==> config.mk <==
export PLATFORM = sky130hd
export DESIGN_NAME = pipe_muxn
export DESIGN_NICKNAME = d
export VERILOG_FILES = /design/src/rtl/pipe_pkg.sv /design/src/rtl/skid_buf2.sv /design/src/rtl/pipe_muxn.sv
export SDC_FILE = /design/constraint.sdc
export NUM_CORES = 1
export LEC_CHECK = 0
export CAP_MARGIN = 30
export CORE_ASPECT_RATIO = 1.2
export CORE_UTILIZATION = 25
export DETAILED_ROUTE_END_ITERATION = 6
export PLACE_DENSITY = 0.54
export RECOVER_POWER = 100
export SLEW_MARGIN = 30
export SYNTH_ARGS = -nofsm -noshare
export SYNTH_HDL_FRONTEND = slang
export SYNTH_SLANG_ARGS = --single-unit
export TNS_END_PERCENT = 50
==> constraint.sdc <==
create_clock -name clk -period 4.7 [get_ports clk]
set_clock_uncertainty 0.05 [all_clocks]
set_input_delay 1.175 -clock clk [delete_from_list [all_inputs] [get_ports clk]]
set_output_delay 1.175 -clock clk [all_outputs]
set_load 0.02 [all_outputs]
==> src/rtl/pipe_pkg.sv <==
// Shared definitions for pipe_muxn and its output skid buffer.
package pipe_pkg;

    localparam int DATA_W_DEFAULT = 32;

    // Skid-buffer occupancy. Bit 1 = main_valid, bit 0 = skid_valid.
    typedef enum logic [1:0] {
        EMPTY = 2'b00,
        ONE   = 2'b10,
        FULL  = 2'b11
    } buf_state_t;

    // Ceiling log2. A value of at least 1 keeps a 1-bit select for tiny muxes.
    function automatic int clog2(input int n);
        int r;
        r = 0;
        while ((1 << r) < n) r++;
        return (r < 1) ? 1 : r;
    endfunction

endpackage

==> src/rtl/skid_buf2.sv <==
// 2-entry valid/ready skid buffer. in_ready comes from registers and rst
// only, so downstream ready never reaches upstream combinationally.
module skid_buf2
    import pipe_pkg::*;
#(
    parameter int W = 8
) (
    input  logic         clk,
    input  logic         rst,
    input  logic [W-1:0] in_data,
    input  logic         in_valid,
    output logic         in_ready,
    output logic [W-1:0] out_data,
    output logic         out_valid,
    input  logic         out_ready
);

    buf_state_t   state_q, state_d;
    logic [W-1:0] main_q, main_d;
    logic [W-1:0] skid_q, skid_d;
    logic         acc, xfer;

    assign out_valid = state_q[1];
    assign in_ready  = !rst && !state_q[0];
    assign out_data  = main_q;
    assign acc       = in_valid && in_ready;
    assign xfer      = out_valid && out_ready;

    // Next-state and datapath moves for the EMPTY/ONE/FULL occupancy machine.
    always_comb begin
        state_d = state_q;
        main_d  = main_q;
        skid_d  = skid_q;
        unique case (state_q)
            EMPTY: begin
                if (acc) begin
                    main_d  = in_data;
                    state_d = ONE;
                end
            end
            ONE: begin
                if (acc && xfer) begin
                    main_d = in_data;
                end else if (acc) begin
                    skid_d  = in_data;
                    state_d = FULL;
                end else if (xfer) begin
                    state_d = EMPTY;
                end
            end
            FULL: begin
                // in_ready is low here, so only the drain path applies.
                if (xfer) begin
                    main_d  = skid_q;
                    skid_d  = '0;
                    state_d = ONE;
                end
            end
            default: state_d = EMPTY;
        endcase
    end

    // State and data registers; reset discards anything buffered.
    always_ff @(posedge clk) begin
        if (rst) begin
            state_q <= EMPTY;
            main_q  <= '0;
            skid_q  <= '0;
        end else begin
            state_q <= state_d;
            main_q  <= main_d;
            skid_q  <= skid_d;
        end
    end

endmodule

==> src/rtl/pipe_muxn.sv <==
// N-way registered select mux with valid/ready output skid buffer.
// Optional sticky out-of-range select flag: define PIPE_MUXN_SEL_ERR_EN.
module pipe_muxn
    import pipe_pkg::*;
#(
    parameter  int WIDTH  = DATA_W_DEFAULT,
    parameter  int NUM_IN = 4,
    localparam int SEL_W  = clog2(NUM_IN)
) (
    input  logic                    clk,
    input  logic                    rst,
    input  logic [NUM_IN*WIDTH-1:0] in_data,
    input  logic [SEL_W-1:0]        in_sel,
    input  logic                    in_valid,
    output logic                    in_ready,
    output logic [WIDTH-1:0]        out_data,
    output logic [SEL_W-1:0]        out_chan,
    output logic                    out_valid,
    input  logic                    out_ready,
    input  logic                    err_clr,
    output logic                    sel_err
);

    logic [WIDTH-1:0]       sel_data;
    logic                   sel_hit;
    logic                   oob;
    logic [WIDTH+SEL_W-1:0] buf_out;

    // Channel select; selects with no matching channel yield zero.
    always_comb begin
        sel_data = '0;
        sel_hit  = 1'b0;
        for (int k = 0; k < NUM_IN; k++) begin
            if (in_sel == SEL_W'(k)) begin
                sel_data = in_data[k*WIDTH +: WIDTH];
                sel_hit  = 1'b1;
            end
        end
    end

    assign oob = !sel_hit;

    skid_buf2 #(.W(WIDTH + SEL_W)) u_skid (
        .clk       (clk),
        .rst       (rst),
        .in_data   ({sel_data, in_sel}),
        .in_valid  (in_valid),
        .in_ready  (in_ready),
        .out_data  (buf_out),
        .out_valid (out_valid),
        .out_ready (out_ready)
    );

    assign out_data = buf_out[WIDTH+SEL_W-1:SEL_W];
    assign out_chan = buf_out[SEL_W-1:0];

`ifdef PIPE_MUXN_SEL_ERR_EN
    logic sel_err_q, sel_err_d;

    // Sticky error: clear first, so a same-edge new error wins.
    always_comb begin
        sel_err_d = sel_err_q;
        if (err_clr) sel_err_d = 1'b0;
        if (in_valid && in_ready && oob) sel_err_d = 1'b1;
    end

    // Error flag register.
    always_ff @(posedge clk) begin
        if (rst) sel_err_q <= 1'b0;
        else     sel_err_q <= sel_err_d;
    end

    assign sel_err = sel_err_q;
`else
    logic unused_err;
    assign unused_err = err_clr ^ oob;
    assign sel_err    = 1'b0;
`endif

endmodule

==> impl_metrics.csv <==
group,metric,value,unit
run_status,status,"completed",
floorplan,die_h,137,µm
sta,fin_crit_sh,0.820,
logic_synthesis,syn_inst,412,
worst_hold_path,min_to,"u_skid.out_data[0]",
worst_hold_path,hp-start,"u_skid.skid_q[0]",
clock_tree,cts_tree,"done",
floorplan,dieArea,15700,µm²
place,placed_cells,748,
worst_setup_path,worst_setup_path_start_kind,"input port",
run,cap_violations,0,
global_route,grt_max_degree,71,
clock_tree,cts_setup_buffers,0,
sta,rsz0062_at_grt,"false",
logic_synthesis,avgSynthCellArea,9.21,µm²
place,portBuffers,169,
clock_tree,cts_resized,0,
worst_setup_path,reg2reg_to,"u_skid.skid_q[7]",
clock_tree,cts_root_buf,"clkbuf_16",
floorplan,initial_core_util,0.260,
final_layout,nets,699,
floorplan,rows,48,
drt,routed_wl,12300,µm
worst_hold_path,worstHoldPathType,"reg2reg",
floorplan,coreArea,14600,µm²
power,power.total,0.00278,W
final_layout,fin_cells,764,
worst_setup_path,worst_setup_path_end_kind,"flip-flop",
worst_setup_path,critical_path_class,"in2reg",
sta,fin_crit,3.86,ns
drt,num_vias,3751,
worst_hold_path,holdPathStages,2,
final_layout,area.growth.synth_to_final,54.8,%
global_route,grt_pass1_wl,19000,µm
clock_tree,insertion_delay,0.32,ns
drt,first_iter_violations,90,
power,ir_drop,0.199,mV
final_layout,n_fill_cell,1480,
floorplan,die_w,114,µm
sta,finalHoldViolCount,0,
sta,worstMarginPinSlew,0.940,ns
sta,fmax,259,MHz
worst_setup_path,reg2reg_depth,7,
clock_tree,cts_sinks,70,
floorplan,ioPinCount,172,
power,pwr_density_cell,473,nW/µm²
place,dp_hpwl,8710,µm
logic_synthesis,ys_ff_latch,70,
drt,viasPerCell,4.91,
global_route,grt_pass1_vias,3695,
global_route,grt_overflow,0,
global_route,grt_usage,0.158,
power,leakage,2.26,nW
clock_tree,cts_buffers,9,
logic_synthesis,ys_warn_count,0,
sta,tns,0,ns
worst_setup_path,rr_startpoint,"u_skid.state_q[1]",
final_layout,num_antenna_cells,0,
worst_setup_path,regToRegSetupSlack,1.17,ns
worst_setup_path,critical_path_required,4.83,ns
clock_tree,clkSlewWorstSetupHoldPaths,0.06,ns
logic_synthesis,syn_area,3800,µm²
logic_synthesis,synth_nets,552,
clock_tree,clk_path_buf_depth,2,
worst_setup_path,cp.arrival,3.99,ns
drt,ant_nets,0,
worst_setup_path,crit_fanout,14,
clock_tree,hold_buffers,0,
sta,maxSlewHeadroom,0.373,
drt,drcViolationCount,0,
logic_synthesis,synth_cell_types,32,
place,gp_congestion,0.724,
logic_synthesis,seq_area_frac_synth,0.369,
final_layout,drive_gt1_frac,0.0567,
drt,first_pass_iters,4,
clock_tree,h-tree-depth,3,
global_route,antenna_found_initial,0,
drt,wire_per_inst,16.1,µm
sta,final_max_slew_viol_count,0,
sta,setup_viol,0,
==> worst max path at each step <==
stage	start	end	slack (ns)	cells after the start
after global routing	in_valid	u_skid.skid_q[33]	0.64	6
after floorplan	rst	in_ready	1.66	3
after detailed placement	in_valid	u_skid.skid_q[0]	1.09	6
final	in_valid	u_skid.skid_q[7]	0.84	6
after CTS	in_valid	u_skid.skid_q[0]	1.42	6
after global placement	in_valid	u_skid.skid_q[0]	1.14	6
==> registers in the layout, summed over array words and instances (netlist names) <==
name	count
u_skid.skid_q	34
u_skid.out_data	34
u_skid.state_q	2
==> cells in the final DEF, fill, tap and decap left out, drive strengths merged, types with 2 or more instances in the layout <==
cell type	count
clkdlybuf4s50	130
mux2i	97
dfxtp	70
a21oi	68
dlygate4sd3	37
nor2	36
a211oi	35
o22ai	32
clkbuf	10
buf	10
ha	5
clkinv	5
inv	3
nand2	3
or2	2
a311oi	2
nand3	2
bufinv	2
and2	2
==> cells in the mapped netlist (all sizes together) <==
cell	instances	area, µm²
o21ai	1	5.00
dfxtp	70	1400
a311o	1	10.0
inv	3	11.3
a21boi	1	7.51
nand2b	1	6.26
a31o	1	8.76
nor2	36	135
a311oi	2	17.5
mux2	1	11.3
nor2b	1	6.26
mux2i	97	971
a221oi	1	8.76
nor3b	1	7.51
ha	5	62.6
nand2	3	11.3
or3b	1	11.3
clkbuf	19	71.3
buf	23	160
o21bai	1	7.51
and2	2	12.5
or2	2	12.5
and4b	1	10.0
nand3	2	10.0
a21oi	68	340
o22ai	32	200
a211oi	35	275
conb	1	3.75
==> power breakdown <==
group	switching, W	internal, W
registers	0.0000735	0.000725
clock network	0.000248	0.000461
logic	0.000732	0.000542
==> layout make-up <==
cell class / instances / area [µm²] / area share
Timing Repair Buffer: 178 / 1750 / 0.297
Multi-Input combinational cell: 297 / 2150 / 0.366
Clock inverter: 7 / 88.8 / 0.0151
Tap cell: 200 / 250 / 0.0426
Inverter: 3 / 11.3 / 0.00192
Clock buffer: 9 / 225 / 0.0383
Sequential cell: 70 / 1400 / 0.238
==> per-stage QoR <==
step | utilization | worst slack, ns | hold slack [ns] | instance area [µm²]
5_1_grt | 0.403 | 0.637 | 0.449 | 5880
4_1_cts | 0.404 | 1.42 | 0.429 | 5900
6_report | 0.403 | 0.844 | 0.425 | 5880
3_3_place_gp | 0.382 | 1.14 | 0.422 | 5580
2_1_floorplan | - | 1.66 | 0.409 | 3800
3_5_place_dp | 0.383 | 1.09 | 0.428 | 5580
==> logic make-up (layout without fill, tap and decap cells) <==
kind of cell / after synthesis / count (layout) / share of synthesized area
other: 1 / 1 / 0.000988
muxes: 98 / 98 / 0.259
AOI/OAI and AO/OA: 143 / 143 / 0.232
adders and majority gates: 5 / 5 / 0.0165
DFF: 70 / 70 / 0.369
and+or+nand+nor: 50 / 50 / 0.0587
buffers and inverters: 45 / 197 / 0.0639
==> worst max-delay path, cell delays in order <==
cell and delay (ns):
dlygate4sd3_1 0.53, nor3b_1 0.48, a31o_1 0.86, clkbuf_1 0.61, mux2i_1 0.28, nor2_1 0.06
==> layer usage <==
metal	vias to the layer above	share of wire	track usage
met1	1778	0.41	0.172
met2	129	0.52	0.299
met4	0	0.012	0.0455
met5	-	0	0
li1	1834	-	-
met3	10	0.063	0.0385
Power figures use the tool's default switching activity.
